$ cat src/rtl/debounce.sv
`default_nettype none
// ============================================================================
// Module      : debounce
// Description : Turns a raw, asynchronous, bouncing pushbutton/switch input
//               into a clean level that is synchronous to clk. The input
//               first passes through a SYNC_STAGES-deep flop synchronizer.
//               A four-state FSM with a down-counter then accepts a new
//               level only after the synchronized input has been stable for
//               DEBOUNCE_CYCLES clocks.
//
//               The level output is intended to feed the level input of the
//               downstream edge detector.
//
// Parameters  : DEBOUNCE_CYCLES - clocks of stability required before
//                                 level changes (must be >= 1)
//               SYNC_STAGES     - synchronizer depth (must be >= 2)
//
// Ports       : clk      in  1  rising-edge system clock
//               reset    in  1  synchronous, active-high reset
//               raw_in   in  1  asynchronous, bouncing input
//               level    out 1  debounced, synchronized level (registered)
//               settling out 1  high while a candidate change is being
//                               timed (registered)
//
// Revision    : 1.0 - initial release
// ============================================================================
module debounce #(
    parameter int DEBOUNCE_CYCLES = 330000,
    parameter int SYNC_STAGES     = 2
) (
    input  logic clk,
    input  logic reset,
    input  logic raw_in,
    output logic level,
    output logic settling
);

    // ------------------------------------------------------------------------
    // Constants
    // ------------------------------------------------------------------------
    // The counter only ever holds 0..DEBOUNCE_CYCLES-1. It needs at least one
    // bit, even when DEBOUNCE_CYCLES is 1.
    localparam int c_CW = (DEBOUNCE_CYCLES > 1) ? $clog2(DEBOUNCE_CYCLES) : 1;

    localparam logic [c_CW-1:0] c_RELOAD   = c_CW'(DEBOUNCE_CYCLES - 1);
    localparam logic [c_CW-1:0] c_CNT_ZERO = '0;
    localparam logic [c_CW-1:0] c_CNT_ONE  = c_CW'(1);

    // State encoding. Bit 1 carries the current accepted level.
    localparam logic [1:0] c_ST_ZERO  = 2'b00;
    localparam logic [1:0] c_ST_WAIT1 = 2'b01;
    localparam logic [1:0] c_ST_ONE   = 2'b10;
    localparam logic [1:0] c_ST_WAIT0 = 2'b11;

    // ------------------------------------------------------------------------
    // Synchronizer
    // ------------------------------------------------------------------------
    // raw_in is touched only by the first synchronizer stage. Every other
    // piece of logic looks only at the last stage.
    logic [SYNC_STAGES-1:0] r_sync_q;
    logic [SYNC_STAGES-1:0] w_sync_d;
    logic                   w_sync;

    always_comb begin
        w_sync_d = {r_sync_q[SYNC_STAGES-2:0], raw_in};
    end

    always_ff @(posedge clk) begin
        if (reset) begin
            r_sync_q <= '0;
        end else begin
            r_sync_q <= w_sync_d;
        end
    end

    assign w_sync = r_sync_q[SYNC_STAGES-1];

    // ------------------------------------------------------------------------
    // Debounce FSM: state and counter registers
    // ------------------------------------------------------------------------
    logic [1:0]      r_state_q;
    logic [1:0]      w_state_d;
    logic [c_CW-1:0] r_cnt_q;
    logic [c_CW-1:0] w_cnt_d;

    always_ff @(posedge clk) begin
        if (reset) begin
            r_state_q <= c_ST_ZERO;
            r_cnt_q   <= c_CNT_ZERO;
        end else begin
            r_state_q <= w_state_d;
            r_cnt_q   <= w_cnt_d;
        end
    end

    // ------------------------------------------------------------------------
    // Debounce FSM: next-state and counter logic
    // ------------------------------------------------------------------------
    // In the WAIT states, a reversal of the synchronized input is checked
    // before counter expiry. A reversal in the same cycle as expiry therefore
    // still rejects the change. The counter keeps its value whenever it is
    // not in use, and the next qualifying change reloads it.
    always_comb begin
        w_state_d = r_state_q;
        w_cnt_d   = r_cnt_q;

        case (r_state_q)
            c_ST_ZERO: begin
                if (w_sync) begin
                    w_state_d = c_ST_WAIT1;
                    w_cnt_d   = c_RELOAD;
                end
            end

            c_ST_WAIT1: begin
                if (!w_sync) begin
                    w_state_d = c_ST_ZERO;
                end else if (r_cnt_q == c_CNT_ZERO) begin
                    w_state_d = c_ST_ONE;
                end else begin
                    w_cnt_d = r_cnt_q - c_CNT_ONE;
                end
            end

            c_ST_ONE: begin
                if (!w_sync) begin
                    w_state_d = c_ST_WAIT0;
                    w_cnt_d   = c_RELOAD;
                end
            end

            c_ST_WAIT0: begin
                if (w_sync) begin
                    w_state_d = c_ST_ONE;
                end else if (r_cnt_q == c_CNT_ZERO) begin
                    w_state_d = c_ST_ZERO;
                end else begin
                    w_cnt_d = r_cnt_q - c_CNT_ONE;
                end
            end

            default: begin
                w_state_d = c_ST_ZERO;
            end
        endcase
    end

    // ------------------------------------------------------------------------
    // Debounce FSM: output decode
    // ------------------------------------------------------------------------
    // The outputs are decoded from the next state and then registered, so
    // they change on the same edge as the state register and never glitch.
    logic w_level_d;
    logic w_settling_d;
    logic r_level_q;
    logic r_settling_q;

    always_comb begin
        w_level_d    = 1'b0;
        w_settling_d = 1'b0;
        case (w_state_d)
            c_ST_ZERO: begin
                w_level_d    = 1'b0;
                w_settling_d = 1'b0;
            end
            c_ST_WAIT1: begin
                w_level_d    = 1'b0;
                w_settling_d = 1'b1;
            end
            c_ST_ONE: begin
                w_level_d    = 1'b1;
                w_settling_d = 1'b0;
            end
            c_ST_WAIT0: begin
                w_level_d    = 1'b1;
                w_settling_d = 1'b1;
            end
            default: begin
                w_level_d    = 1'b0;
                w_settling_d = 1'b0;
            end
        endcase
    end

    always_ff @(posedge clk) begin
        if (reset) begin
            r_level_q    <= 1'b0;
            r_settling_q <= 1'b0;
        end else begin
            r_level_q    <= w_level_d;
            r_settling_q <= w_settling_d;
        end
    end

    assign level    = r_level_q;
    assign settling = r_settling_q;

endmodule
`default_nettype wire

$ cat config.mk
export PLATFORM = sky130hd
export DESIGN_NAME = debounce
export DESIGN_NICKNAME = d
export VERILOG_FILES = /design/src/rtl/debounce.sv
export SDC_FILE = /design/constraint.sdc
export NUM_CORES = 1
export LEC_CHECK = 0
export ABC_AREA = 1
export CORE_MARGIN = 2
export CORE_UTILIZATION = 60
export DETAILED_ROUTE_END_ITERATION = 8
export PLACE_DENSITY = 0.78
export SLEW_MARGIN = 20
export SYNTH_ARGS = -nofsm -noshare
export SYNTH_HDL_FRONTEND = slang
export SYNTH_SLANG_ARGS = --single-unit
$ cat constraint.sdc
create_clock -name clk -period 2.7 [get_ports clk]
set_input_delay 0.54 -clock clk [delete_from_list [all_inputs] [get_ports clk]]
set_output_delay 0.54 -clock clk [all_outputs]
set_load 0.02 [all_outputs]
# == Word-level counts from Yosys, hierarchy flattened ==
# Index checks and enable logic that the tools add are counted.
# op_classes
addsub,1
n_eq_ne,10
muxes,15
n_reduce_logical,8
# ops
operator,n
19-bit two-way mux,5
19-bit case mux with 4 select lines,1
19-bit zero test,1
19-bit by 1-bit subtractor with 19-bit output (second input constant),1
2-bit two-way mux,6
2-bit == test (second input constant),4
2-bit inequality test (second input constant),4
2-bit case mux with 4 select lines,1
2-bit OR reduction,4
2-bit by 1-bit == test with 1-bit output (second input constant),2
2-bit zero test,2
1-bit case mux with 2 select lines,2
4-bit AND reduction,1
# word_totals
reg_bits,25
output_inout_bits,2

# == Longest topological paths before layout ==
# Gate-level depths: netlist (run 1).
# logic_depth
depth_word,7
ltp_mapped,11

# == Worst setup path after synthesis (run 1) ==
# No wires, ideal clock.
# synth_timing
kind,flip-flop to flip-flop
start,reg r_cnt_q[0]
end,reg r_cnt_q[7]
setup_time_ps,69
arrival_ps,1525
required_time_ps,2631
setup_slack_ps,1107
stages_incl_launch_ff,11
n_path_buf,1
cell_sequence,dfxtp_1 clkinv_1 ha_1 nand2_2 nor2_4 nand3_4 nand2_8 inv_4 buf_6 nand3_1 a21oi_2
# synth_between
elab_chain_cells,4
word_cells_on_any_way,6
cone_classes,add/sub (1); mux (4); reduce/logical (1)
# synth_lines
element,line_no,text
"start, declared",83,logic [c_CW-1:0] r_cnt_q;
"start signal, assigned",89,r_cnt_q <= c_CNT_ZERO;
"start signal, assigned",92,r_cnt_q <= w_cnt_d;
19-bit by 1-bit subtractor with 19-bit output / 19-bit zero test (equally long branches),-,
19-bit two-way mux *,"118, 135",
19-bit two-way mux (on tied branches),"133, 116",
19-bit case mux with 4 select lines *,107,case (r_state_q)
# Mark *: on every way between the ends. The rest lies on a longest branch, timed or not. The select of a mux whose other input is x is not followed.
# A chain may end at the register's enable or synchronous reset.

# == Final worst setup path (run 1) ==
# layout_timing
start,reg r_cnt_q[0]
end,reg r_cnt_q[10]
# The elaborated chain is that of the path after synthesis.

==> results of run 1 <==
-- logic make-up after synthesis --
group / after synthesis / share of synthesized area, %
adder cells (fa/ha/maj): 1 / 0.878
XOR/XNOR: 4 / 2.99
buffers and inverters: 32 / 9.92
AND/OR/NAND/NOR: 145 / 44.3
flip-flops: 24 / 33.7
AO/OA/AOI/OAI: 18 / 8.16
-- state kept, by name, indices dropped and copies added (netlist names) --
name	count
r_cnt_q	19
settling	1
r_sync_q	2
r_state_q	1
level	1
-- how the worst max path moves through the flow --
stage | cells past startpoint | end | from | slack (ns)
finish | 11 | r_cnt_q[10]$_SDFFE_PP0P_ | r_cnt_q[0]$_SDFFE_PP0P_ | 0.82
detailed placement | 11 | r_cnt_q[10]$_SDFFE_PP0P_ | r_cnt_q[0]$_SDFFE_PP0P_ | 0.89
global route | 11 | r_cnt_q[10]$_SDFFE_PP0P_ | r_cnt_q[0]$_SDFFE_PP0P_ | 0.67
CTS | 1 | settling | settling$_SDFF_PP0_ | 0.82
global placement | 10 | r_cnt_q[9]$_SDFFE_PP0P_ | r_cnt_q[0]$_SDFFE_PP0P_ | 0.98
floorplan | 10 | r_cnt_q[7]$_SDFFE_PP0P_ | r_cnt_q[0]$_SDFFE_PP0P_ | 1.11
-- power by group --
part	switching, mW	leakage (nW)	internal, mW
registers	0.0185	0.195	0.374
clock network	0.111	0.0279	0.150
logic	0.182	0.461	0.0935
-- synthesized netlist by cell type, types with 2 or more instances --
library cell	count
nor2_1	51
nor2_4	2
dfxtp_1	24
a21oi_1	6
xor2_1	3
clkbuf_1	2
nand2_1	61
a21oi_2	7
nor3_1	2
o21ai_0	5
inv_1	24
nand3_1	22
-- final cells by class --
type	instances	area (sq um)
clock buffers	3	22.5
clock inverters	1	30.0
fillers	218	703
inverters	27	104
multi-input cells	168	803
flip-flops and latches	24	480
well taps	28	35.0
repair buffers	6	55.1
-- metrics by stage --
step	setup slack [ns]	utilization, %	cells	power [mW]
after floorplan	1.11	-	224	0.621
after global placement	0.976	66.2	253	0.668
after detailed placement	0.885	66.2	253	0.672
after CTS	0.819	68.5	257	0.939
after global routing	0.672	68.5	257	0.991
final	0.824	68.5	257	0.929
-- layer usage --
metal	wire length [um]	GRT usage, %	vias up
li1	-	-	699
met1	1470	32.8	616
met2	1420	42.5	27
met3	128	5.43	4
met4	31	6.84	0
met5	0	0	-
-- tightest hold or removal path: cells and delay by family, from the launching register on --
family / cells / cell delay (ns)
flip-flops: 1 / 0.32
buffers and inverters: 1 / 0.04
AND/OR/NAND/NOR: 1 / 0.03
==> results_dict.tcl, run 1 <==
set metrics [dict create \
    status "finished clean" \
    clkLatencyLatePin_ns 0.32 \
    wire_per_inst_um 11.9 \
    yosysTopAreaCellShare_pct 33.7 \
    hold_ws_ns 0.416 \
    cts.sinks 24 \
    synth_area_sq_um 1430 \
    ys_ff_latch 24 \
    hold_viol 0 \
    ys.flop_type "dfxtp_1" \
    diodes 0 \
    overflow 0 \
    finalMaxSlewViolations 0 \
    synth_edf_count 0 \
    ctsRootBufferMaster "clkbuf_4" \
    cpPeakStageDelay_ns 0.39 \
    leakage_nw 0.684 \
    grt_max_degree 20 \
    dp_hpwl_um 2300 \
    cts_inserted_buffers 3 \
    synthCells 224 \
    grt_antenna_before_repair 0 \
    regToRegSetupSlack_ns 0.82 \
    path_buf_inv 3 \
    reg2reg_depth 11 \
    peakVddDrop_uv 502 \
    setup_viol 0 \
    holdCritPathClass "register to register" \
    drv_cap 0 \
    via_per_inst 5.24 \
    start_util_pct 63.8 \
    gp_congestion 0.997 \
    drt_iter0_markers 32 \
    hold_depth 2 \
    clk_pin_slew_ns 0.13 \
    areaGrowthSynthToFinish_pct 7.38 \
    yosys_warnings 0 \
    path_cells "clkinv_1 > ha_1 > nand2_2 > nor2_4 > nand3_4 > nand2_8 > inv_4 > nand2_1 > nand2_1 > inv_1 > nor2_1" \
    fp.dieArea_sq_um 2780 \
    grt_pass1_vias 1241 \
    r2r_end "r_cnt_q[10]$_SDFFE_PP0P_" \
    cts_resized 0 \
    rsz0062_at_grt "false" \
    async_reset_ff_share_pct 0 \
    cts_max_level 1 \
    critPathMaxFanout 19 \
    cpMaxStageDelayCell "dfxtp_1" \
    endpoint_kind "register" \
    dpl_cell_area_sq_um 1480 \
    cp.arrival_ns 2.15 \
    port_buffers 4 \
    core_sq_um 2230 \
    postCtsHoldBufs 0 \
    period_minus_slack_ns 1.88 \
    yosysSeqAreaShare_pct 33.7 \
    powerDensity_nw_per_um2 607 \
    holdPathEnd "r_sync_q[1]$_SDFF_PP0_" \
    post_synth.cell_area_avg_sq_um 6.36 \
    worstSetupPathType "register to register" \
    yosys-top-cells-area "dfxtp_1 (34%), nand2_1 (16%), nor2_1 (13%)" \
    path_common_cell "nand2_1" \
    cp.required_ns 2.97 \
    worstHoldStart "r_sync_q[0]$_SDFF_PP0_" \
    mostFrequentLayoutCells "nand2_1 (61), nor2_1 (51), inv_1 (24), dfxtp_1 (24), nand3_1 (22)" \
    post-cts-setup-buffers 0 \
    r2r-start "r_cnt_q[0]$_SDFFE_PP0P_" \
    die_x_um 52.7 \
    final.setup.tns_ns 0 \
    yosys.area.top_type "dfxtp_1" \
    period_share_pct 69.5 \
    die_y_um 52.7 \
    synth_cell_types 27 \
    max_freq_ghz 0.533 \
    wirelength_um 3050 \
    synth_nets 228 \
    crit_path_start_kind "register" \
    nNetsFinal 234 \
    num_rows 17 \
    cp_top_family "simple AND/OR/NAND/NOR gates" \
    cts_tree "built" \
    grt.total_usage_pct 25.4 \
    final_area_sq_um 1530 \
    fin_skew_ns 0.00143 \
    drive_gt1_share_pct 10.0 \
    drt.antenna.violating_nets 0 \
    relSlewSlack_pct 74.6 \
    tightest_slew_ns 0.381 \
    ios 5 \
    post-route-drc-count 0 \
    firstDrtPassIters 4 \
    vias 1346 \
    clock_path_buffers 2 \
    grt_pass1_wl_um 5200 \
    final_common_cell "nand2_1" \
]
(Power assumes the default switching activity.)
==> run 2: changes to the inputs <==
- CORE_UTILIZATION: 60 -> 59
- PLACE_DENSITY: 0.78 -> 0.77
- clock period: 2.7 -> 1.9 ns (I/O delays scaled with it)
==> run 2 against run 1 <==
Sequential cell count unchanged. Non-clock buffer count rose by 2. Register-to-register slack got worse by 0.58 ns. Clock-buffer cell count unchanged. Largest power group unchanged.
==> results_dict.tcl, run 2 (synthesis gave the netlist of run 1 again) <==
set metrics [dict create \
    cp.arrival_ns 1.40 \
    utilization_pct 68.5 \
    largest_register_ffs 19 \
    reg.largest.list "r_cnt_q x19, r_sync_q x2" \
    status "finished clean" \
    grt_use_met2_pct 43.3 \
    cts_tree "built" \
    grt.total_usage_pct 26.6 \
    cpMaxStageDelayCell "clkdlybuf4s50_1" \
    critPathMaxFanout 4 \
    multi_input_area_sq_um 803 \
    clkLatencyLatePin_ns 0.32 \
    final.setup.tns_ns 0 \
    period_share_pct 93.5 \
    cp.required_ns 1.52 \
    core_sq_um 2250 \
    register_area_sq_um 480 \
    met1_usage_pct 36.0 \
    die_y_um 53.1 \
    mostFrequentLayoutCells "nand2_1 (61), nor2_1 (51), inv_1 (24), dfxtp_1 (24), nand3_1 (22)" \
    tightest_slew_ns 0.366 \
    crit_path_start_kind "register" \
    drt_iter0_markers 57 \
    grt_pass1_wl_um 5510 \
    fillers 203 \
    grt_max_degree 20 \
    vias 1361 \
    cts_inserted_buffers 3 \
    setup_viol 0 \
    port_buffers 4 \
    ios 5 \
    period_minus_slack_ns 1.78 \
    fp.dieArea_sq_um 2820 \
    endpoint_kind "output pin" \
    regMostFlops "r_cnt_q" \
    postCtsHoldBufs 0 \
    top_usage_layer "met2" \
    path_cells "clkdlybuf4s50_1" \
    drt.antenna.violating_nets 0 \
    powerDensity_nw_per_um2 862 \
    cp_top_family "buffers and inverters" \
    overflow 0 \
    firstDrtPassIters 4 \
    post-route-drc-count 0 \
    peakVddDrop_uv 628 \
    via_per_inst 5.25 \
    final_common_cell "nand2_1" \
    clk_pin_slew_ns 0.14 \
    dp_hpwl_um 2330 \
    worstSetupPathType "register to output pin" \
    leakage_nw 0.693 \
    holdCritPathClass "register to register" \
    die_x_um 53.1 \
    finalPower_mw 1.33 \
    met3_usage_pct 2.82 \
    post-cts-setup-buffers 0 \
    areaGrowthSynthToFinish_pct 8.43 \
    finalMaxSlewViolations 0 \
    hold_viol 0 \
    max_freq_ghz 0.563 \
    start_util_pct 63.2 \
    wirelength_um 3120 \
    grt_antenna_before_repair 0 \
    drv_cap 0 \
    clock_path_buffers 2 \
    nNetsFinal 236 \
    cpPeakStageDelay_ns 0.63 \
    wire_per_inst_um 12.1 \
    ctsRootBufferMaster "clkbuf_4" \
    gp_congestion 0.966 \
    cts_resized 0 \
    grt_pass1_vias 1269 \
    num_rows 17 \
    path_buf_inv 1 \
    cts_max_level 1 \
    drive_gt1_share_pct 10.8 \
    fin_skew_ns 0.00804 \
    diodes 0 \
    rsz0062_at_grt "false" \
    cts.sinks 24 \
    relSlewSlack_pct 75.6 \
]
## run 2: final timing paths
check,from,end,slack [ns],cells past startpoint
max,settling$_SDFF_PP0_,settling,0.12,1
min,r_sync_q[0]$_SDFF_PP0_,r_sync_q[1]$_SDFF_PP0_,0.42,2
max reg2reg,r_cnt_q[0]$_SDFFE_PP0P_,r_cnt_q[13]$_SDFFE_PP0P_,0.24,10
min reg2reg,r_sync_q[0]$_SDFF_PP0_,r_sync_q[1]$_SDFF_PP0_,0.42,2
## run 2: through the flow
| stage | cells | area [sq um] | hold WS, ns | setup slack [ns] |
|---|---|---|---|---|
| 2_1_floorplan | 224 | 1430 | 0.388 | 0.307 |
| 3_3_place_gp | 255 | 1490 | 0.394 | 0.344 |
| 3_5_place_dp | 255 | 1490 | 0.400 | 0.265 |
| 4_1_cts | 259 | 1550 | 0.419 | 0.122 |
| 5_1_grt | 259 | 1550 | 0.431 | 0.0768 |
| 6_report | 259 | 1550 | 0.416 | 0.123 |
## run 2: where the power goes
part	internal [mW]	total (mW)	switching [mW]	leakage, nW
sequential	0.532	0.558	0.0263	0.195
clock	0.213	0.377	0.164	0.0279
combinational	0.136	0.397	0.261	0.470
## run 2: area by class of cell
cell class,instances,area share (%)
Timing Repair Buffer,8,4.53
Tap cell,28,2.27
Sequential cell,24,31.1
Multi-Input combinational cell,168,52.0
Clock inverter,1,1.94
Inverter,27,6.72
Clock buffer,3,1.46
## run 2: layer usage
| metal | routed length (um) | up-vias | share of wire [%] |
|---|---|---|---|
| met5 | 0 | - | 0 |
| met2 | 1400 | 39 | 45 |
| met4 | 53 | 0 | 1.7 |
| li1 | - | 707 | - |
| met1 | 1520 | 609 | 49 |
| met3 | 146 | 6 | 4.7 |
==> run 3: changes to the inputs <==
- CORE_MARGIN: 2 -> default
- CORE_UTILIZATION: 59 -> 60
- CTS_CLUSTER_DIAMETER: default -> 200
- DONT_BUFFER_PORTS: default -> 1
- PLACE_DENSITY: 0.77 -> 0.76
==> run 3 against run 2 <==
Core utilization is 2.5 points lower. Sequential power hardly changed. Clock skew is 0.0064 ns lower. Highest routed layer unchanged. Clock power is 28% lower. Cell count is 2.3% lower. Die area is 8.9% lower. Routed wire length is 7.0% lower. Fmax is 7.4% higher. Power is 9.8% lower. Combinational power is 6.0% lower. Clock-buffer cell count is 1 higher. Setup slack better by 0.12 ns.
==> results_dict.tcl, run 3 (synthesis gave the netlist of run 1 again) <==
set metrics [dict create \
    die_y_um 50.7 \
    powerDensity_nw_per_um2 815 \
    firstDrtPassIters 4 \
    rsz0062_at_grt "false" \
    regMostFlops "r_cnt_q" \
    largest_register_ffs 19 \
    fin_skew_ns 0.00167 \
    drt_iter0_markers 45 \
    drt.antenna.violating_nets 0 \
    diodes 0 \
    dp_hpwl_um 2220 \
    fp.dieArea_sq_um 2570 \
    path_cells "clkinv_1 > ha_1 > nand2_2 > nor2_4 > nand3_4 > nand2_8 > inv_4 > nor2_1 > nor2_1 > nor2_1" \
    critical_path_depth 10 \
    clkLatencyLatePin_ns 0.32 \
    clk_pin_slew_ns 0.13 \
    cts_tree "built" \
    core_sq_um 2230 \
    cts_max_level 1 \
    post-cts-setup-buffers 0 \
    gp_congestion 0.942 \
    num_rows 17 \
    final.setup.tns_ns 0 \
    cp.arrival_ns 1.88 \
    hold_viol 0 \
    clock_path_buffers 2 \
    grt_antenna_before_repair 0 \
    path_common_cell "nor2_1" \
    worst_slack_ns 0.245 \
    reg2reg_depth 10 \
    critPathMaxFanout 19 \
    cpMaxStageDelayCell "dfxtp_1" \
    tightest_slew_ns 0.390 \
    cts_resized 0 \
    vias 1319 \
    hold_depth 1 \
    post-place-ws_ns 0.276 \
    port_buffers 0 \
    reg.largest.list "r_cnt_q x19, r_sync_q x2" \
    grt_pass1_wl_um 4900 \
    mostFrequentLayoutCells "nand2_1 (61), nor2_1 (51), inv_1 (24), dfxtp_1 (24), nand3_1 (22)" \
    crit_path_start_kind "register" \
    grt_max_degree 20 \
    overflow 0 \
    final_common_cell "nand2_1" \
    setup_viol 0 \
    period_share_pct 87.1 \
    period_minus_slack_ns 1.65 \
    status "finished clean" \
    drive_gt1_share_pct 10.2 \
    cp.required_ns 2.13 \
    finalMaxSlewViolations 0 \
    leakage_nw 0.662 \
    relSlewSlack_pct 74.0 \
    ctsRootBufferMaster "clkbuf_4" \
    postCtsHoldBufs 0 \
    die_x_um 50.7 \
    worstSetupPathType "register to register" \
    hold_ws_ns 0.101 \
    cpPeakStageDelay_ns 0.39 \
    start_util_pct 63.8 \
    via_per_inst 5.21 \
    wire_per_inst_um 11.5 \
    max_freq_ghz 0.604 \
    grt.total_usage_pct 25.7 \
    path_buf_inv 2 \
    nNetsFinal 230 \
    cp_top_family "simple AND/OR/NAND/NOR gates" \
    drv_cap 0 \
    endpoint_kind "register" \
    cts_inserted_buffers 3 \
    wirelength_um 2900 \
    areaGrowthSynthToFinish_pct 3.42 \
    ios 5 \
    cts.sinks 24 \
    grt_pass1_vias 1141 \
    peakVddDrop_uv 455 \
    holdCritPathClass "primary input to register" \
    post-route-drc-count 0 \
]
-- run 3: where the power goes --
part / leakage [nW] / switching [mW] / internal [mW]
Sequential: 0.195 / 0.0264 / 0.532
Clock: 0.0210 / 0.153 / 0.117
Combinational: 0.445 / 0.246 / 0.127
Total: 0.662 / 0.426 / 0.776
-- run 3: stage by stage --
step | util [%] | cell area, sq um | total power, mW | cells
finish | 66.0 | 1470 | 1.20 | 253
global placement | 64.4 | 1440 | 0.932 | 249
floorplan | - | 1430 | 0.882 | 224
CTS | 66.0 | 1470 | 1.21 | 253
global route | 66.0 | 1470 | 1.28 | 253
detailed placement | 64.4 | 1440 | 0.939 | 249
-- run 3: cell type report --
class                      instances  area [sq um]
multi-input combinational        168           803
fill                             212           759
inverter                          27           104
sequential                        24           480
timing repair buffer               2          15.0
clock buffer                       4          36.3
tap                               28          35.0
-- run 3: path summary, 6_finish.rpt --
path	startpoint	end	slack [ns]
worst max-delay path	r_cnt_q[0]$_SDFFE_PP0P_	r_cnt_q[12]$_SDFFE_PP0P_	0.25
worst min-delay path	reset	r_cnt_q[8]$_SDFFE_PP0P_	0.10
worst max register to register	r_cnt_q[0]$_SDFFE_PP0P_	r_cnt_q[12]$_SDFFE_PP0P_	0.25
worst min register to register	r_sync_q[0]$_SDFF_PP0_	r_sync_q[1]$_SDFF_PP0_	0.43
-- run 3: metal layers --
metal / track usage (%) / wire length, um / up-vias
met1: 35.2 / 1420 / 594
met3: 3.33 / 107 / 6
met5: 0 / 0 / -
met2: 39.6 / 1310 / 27
met4: 12.0 / 62 / 0
li1: - / - / 692
==> variant 1, RTL diff (config.mk and constraints of run 2) <==
Remove the register `r_settling_q`: a continuous assignment takes its place, so the output `settling` follows one clock earlier.
--- a/src/rtl/debounce.sv
+++ b/src/rtl/debounce.sv
@@ -186,10 +186,10 @@
         if (reset) begin
             r_level_q    <= 1'b0;
-            r_settling_q <= 1'b0;
         end else begin
             r_level_q    <= w_level_d;
-            r_settling_q <= w_settling_d;
         end
     end
+
+    assign r_settling_q = w_settling_d;
 
     assign level    = r_level_q;
Function: changed (a bounded check fails within 4 cycles, from zero or initial values and one cycle with reset high).
==> variant 1 against run 2 <==
- routed wire length grew 7.9%
- power grew 4.6%
- area after synthesis shrank 3.9%
- setup slack lost 62 ps
- sequential share of layout area shrank 2.3 points
- sequential cell count is the same
- largest power group unchanged
- critical path type unchanged
- non-clock buffer count grew 22
- critical path depth grew 6
- cell area grew 8.5%
- maximum frequency shrank 3.4%
==> variant 1: results (changes against run 2) <==
syn_nets=227 (was 228); met3 wire length=171 um (was 146 um); leakage power total=0.808 nW (was 0.693 nW); placed instance area=1590 sq um (was 1490 sq um); total number of vias=1,502 (was 1,361); Commonest cells post-synth=nand2_1, nor2_1, inv_1 (was nand2_1, nor2_1, dfxtp_1, inv_1, nand3_1); proportion of layout cells with a drive suffix above 1=19.0% (was 10.8%); peak supply drop=0.541 mV (was 0.628 mV); FILL cells=193 (was 203); global router's overall resource usage=28.9% (was 26.6%); outcome=complete, no violations (unchanged); global-route wire length before repair=5930 um (was 5510 um); final WL=3370 um (was 3120 um); Netlist cell types=23 (was 27); GPL Wtd Cong=0.892 (was 0.966); clk_skew=6.40 ps (was 8.04 ps); CP arrival=1460 ps (was 1400 ps); met2 wire length=1640 um (was 1400 um); pin count of the biggest net entering global routing=19 (was 20); DRT iter0 DRCs=56 (was 57); vias in the first global route=1,404 (was 1,269); # port buffers=4 (unchanged); met1 wire length=1520 um (about the same); dpl hpwl=2450 um (was 2330 um); synth top area cells=dfxtp_1, nand2_1, nor2_1, nand3_1, inv_1 (unchanged); Final nets=257 (was 236); reg2reg start=r_cnt_q[6] (was r_cnt_q[0]); relative slew slack=78.2% (was 75.6%); worst-path fanout max=2 (was 4)
-- variant 1: final timing paths --
check / slack [ps] / endpoint / cells after the start
max: 60 / settling / 7
min: 430 / r_sync_q[1] / 2
min reg2reg: 430 / r_sync_q[1] / 2
max reg2reg: 340 / r_cnt_q[10] / 10
-- variant 1: kinds of logic after synthesis --
group | after synthesis | share of synthesized area, %
compound gates | 19 | 6.94
xor+xnor | 3 | 1.92
fa+ha+maj | 1 | 0.913
buf+inv | 31 | 9.59
flops | 24 | 35.1
simple gates | 145 | 45.6
-- variant 1: per-layer routing --
metal / global-route usage, % / vias up
met4: 11.1 / 0
met2: 48.5 / 48
li1: - / 751
met3: 4.57 / 7
met1: 37.3 / 696
met5: 0 / -
-- variant 1: repair_timing --
action | 4_1_cts | 5_1_grt
gates resized for setup | 5 | 10
pin swaps | 0 | 3
hold endpoints to repair | 0 | 0
setup buffers | 0 | 2
hold buffers | 0 | 0
setup endpoints to repair | 1 | 1
-- variant 1: layout make-up --
class                           count  share of cell area, %
Tap cell                           28                   2.09
Timing Repair Buffer               30                   13.9
Multi-Input combinational cell    168                   46.3
Clock buffer                        3                   1.34
Clock inverter                      1                   1.79
Sequential cell                    24                   28.8
Inverter                           26                   5.82
-- variant 1: per-stage QoR --
step	total power, W	setup TNS, ps	std cells	worst slack (ps)	hold slack, ps
3_5_place_dp	0.000993	-4.71	274	-4.71	403
2_1_floorplan	0.000864	0	223	155	388
6_report	0.00139	0	280	61.1	427
5_1_grt	0.00148	-5.86	280	-5.86	450
4_1_cts	0.00138	0	278	18.6	430
3_3_place_gp	0.000982	0	274	23.6	396
-- variant 1: critical path: stages, from the launching register on --
cell and delay (ps):
dfxtp_1 350, nor2_2 190, nand2_2 120, nor2_4 140
nand3_4 90, nand2_4 70, inv_2 40, buf_4 140
-- variant 1: where the power goes --
group          total, W  internal (W)  switching [W]
Sequential     0.000550      0.000532      0.0000176
Combinational  0.000466      0.000181       0.000285
Clock          0.000378      0.000213       0.000165
Total           0.00139      0.000927       0.000468
==> variant 2, RTL diff (config.mk and constraints of run 2) <==
Without the edit above. `DEBOUNCE_CYCLES`: 330000 -> 660000.
--- a/src/rtl/debounce.sv
+++ b/src/rtl/debounce.sv
@@ -26,5 +26,5 @@
 // ============================================================================
 module debounce #(
-    parameter int DEBOUNCE_CYCLES = 330000,
+    parameter int DEBOUNCE_CYCLES = 660000,
     parameter int SYNC_STAGES     = 2
 ) (
Check against the original RTL: no difference found for any inputs over 10 cycles, from zero or initial values and one cycle with reset high; that may be too few to reach the edited logic, so the function may still have changed.
==> variant 2 against run 2 <==
- cell area fell by 2.3%
- routed wire length fell by 6.0%
- clock power fell by 37%
- power fell by 6.9%
- sequential cell count rose by 1
- hold slack improved by 2.7 ps
- cell count fell by 2.7%
- area after synthesis fell by 0.79%
- setup slack improved by 19 ps
- sequential share of layout area rose by 2.0 points
- combinational power rose by 3%
- critical path type unchanged
- largest cell class unchanged
==> variant 2: results (changes against run 2) <==
clk_skew=1.36 ps (was 8.04 ps); CP arrival=1380 ps (was 1400 ps); FILL cells=209 (was 203); relative slew slack=69.7% (was 75.6%); Clock Power Share=19.1% (was 28.3%); syn_area_per_cell=6.49 sq um (was 6.36 sq um); internal power=0.000785 W (was 0.000881 W); placed instance area=1470 sq um (was 1490 sq um); Netlist cell types=28 (was 27); leakage power total=0.671 nW (was 0.693 nW); DRT iter0 DRCs=42 (was 57); vias in the first global route=1,270 (was 1,269); Commonest cells post-synth=nand2_1, nor2_1, dfxtp_1 (was nand2_1, nor2_1, dfxtp_1, inv_1, nand3_1); Worst-path clk slew=130 ps; reg2reg start=r_cnt_q[0] (unchanged); Most used DFF post-synth=dfxtp_1 (unchanged); pin count of the biggest net entering global routing=19 (was 20); global-route wire length before repair=5370 um (was 5510 um); peak supply drop=0.622 mV (was 0.628 mV); Final nets=229 (was 236); Place WS=212 ps (was 265 ps); synth top area cells=dfxtp_1, nand2_1, nor2_1, inv_1, nand3_1 (was dfxtp_1, nand2_1, nor2_1, nand3_1, inv_1); total number of vias=1,336 (was 1,361); global router's overall resource usage=25.9% (was 26.6%); post-synthesis sequential area ratio=35.4% (was 33.7%); registers with the most flip-flops=r_cnt_q: 20 flops, r_state_q: 2 flops, r_sync_q: 2 flops (was r_cnt_q: 19 flops, r_sync_q: 2 flops); syn_nets=222 (was 228); worst-path fanout max=3 (was 4); final WL=2930 um (was 3120 um); Top delay family on crit path=buffers and inverters (unchanged); dpl hpwl=2250 um (was 2330 um); CP startpoint=r_state_q[1] (was settling); Placed Instances=248 (was 255); proportion of layout cells with a drive suffix above 1=8.48% (was 10.8%); Slowest Stage Delay on Critical Path=640 ps; number of vias per cell=5.30 (was 5.25); outcome=complete, no violations (unchanged); GPL Wtd Cong=0.853 (was 0.966)
## variant 2: cell count changes after synthesis, moves of 4 or more
| cell | before | now |
|---|---|---|
| a21oi_1 | 6 | 11 |
| nand3_1 | 22 | 13 |
| nand3b_1 | 0 | 4 |
| nor2_1 | 51 | 47 |
## variant 2: logic make-up after synthesis
| group | after synthesis | synth area share, % |
|---|---|---|
| DFF | 25 | 35.4 |
| AOI/OAI and AO/OA | 22 | 9.38 |
| and+or+nand+nor | 137 | 42.7 |
| adders and majority gates | 1 | 0.885 |
| buffers and inverters | 30 | 9.29 |
| xor gates and xnor gates | 3 | 2.39 |
## variant 2: worst paths after layout
path | endpoint | slack [ps] | depth (start not counted)
max reg2reg | r_cnt_q[10] | 230 | 10
min | r_sync_q[1] | 420 | 2
min reg2reg | r_sync_q[1] | 420 | 2
max | level | 140 | 1
## variant 2: power by group through the flow
stage | Combinational, W | Sequential, W | Clock (W)
6_report | 0.000410 | 0.000594 | 0.000236
5_1_grt | 0.000469 | 0.000600 | 0.000256
4_1_cts | 0.000404 | 0.000593 | 0.000242
3_5_place_dp | 0.000402 | 0.000605 | 0
3_3_place_gp | 0.000390 | 0.000603 | 0
2_1_floorplan | 0.000330 | 0.000597 | 0
## variant 2: cell type report
cell class                      instances  area share [%]
Multi-Input combinational cell        163            52.5
Clock buffer                            4            1.74
Inverter                               26            6.63
Tap cell                               28            2.32
Sequential cell                        25            33.1
Timing Repair Buffer                    6            3.65
## variant 2: metrics by stage
step	hold WS, ps	util [%]
floorplan	388	-
global placement	393	65.9
detailed placement	399	65.9
CTS	419	67.1
global route	461	67.6
finish	418	67.6
## variant 2: tightest hold or removal path, delay by kind of cell (launching register included)
family	cells	cell delay, ps
AND/OR/NAND/NOR	1	30
flip-flops	1	320
buffers and inverters	1	40
## variant 2: routing by layer
layer	part of all wire, %	GRT usage, %	vias to the layer above
met5	0	0	-
met4	2.1	11.5	0
met2	48	46.0	23
met1	47	30.8	613
met3	2.8	3.39	6
li1	-	-	694
## variant 2: timing repair
item / 4_1_cts / 5_1_grt
resized for setup: 0 / 2
endpoints found under the setup margin: 0 / 3
hold buffers: 0 / 0
setup buffers: 0 / 0
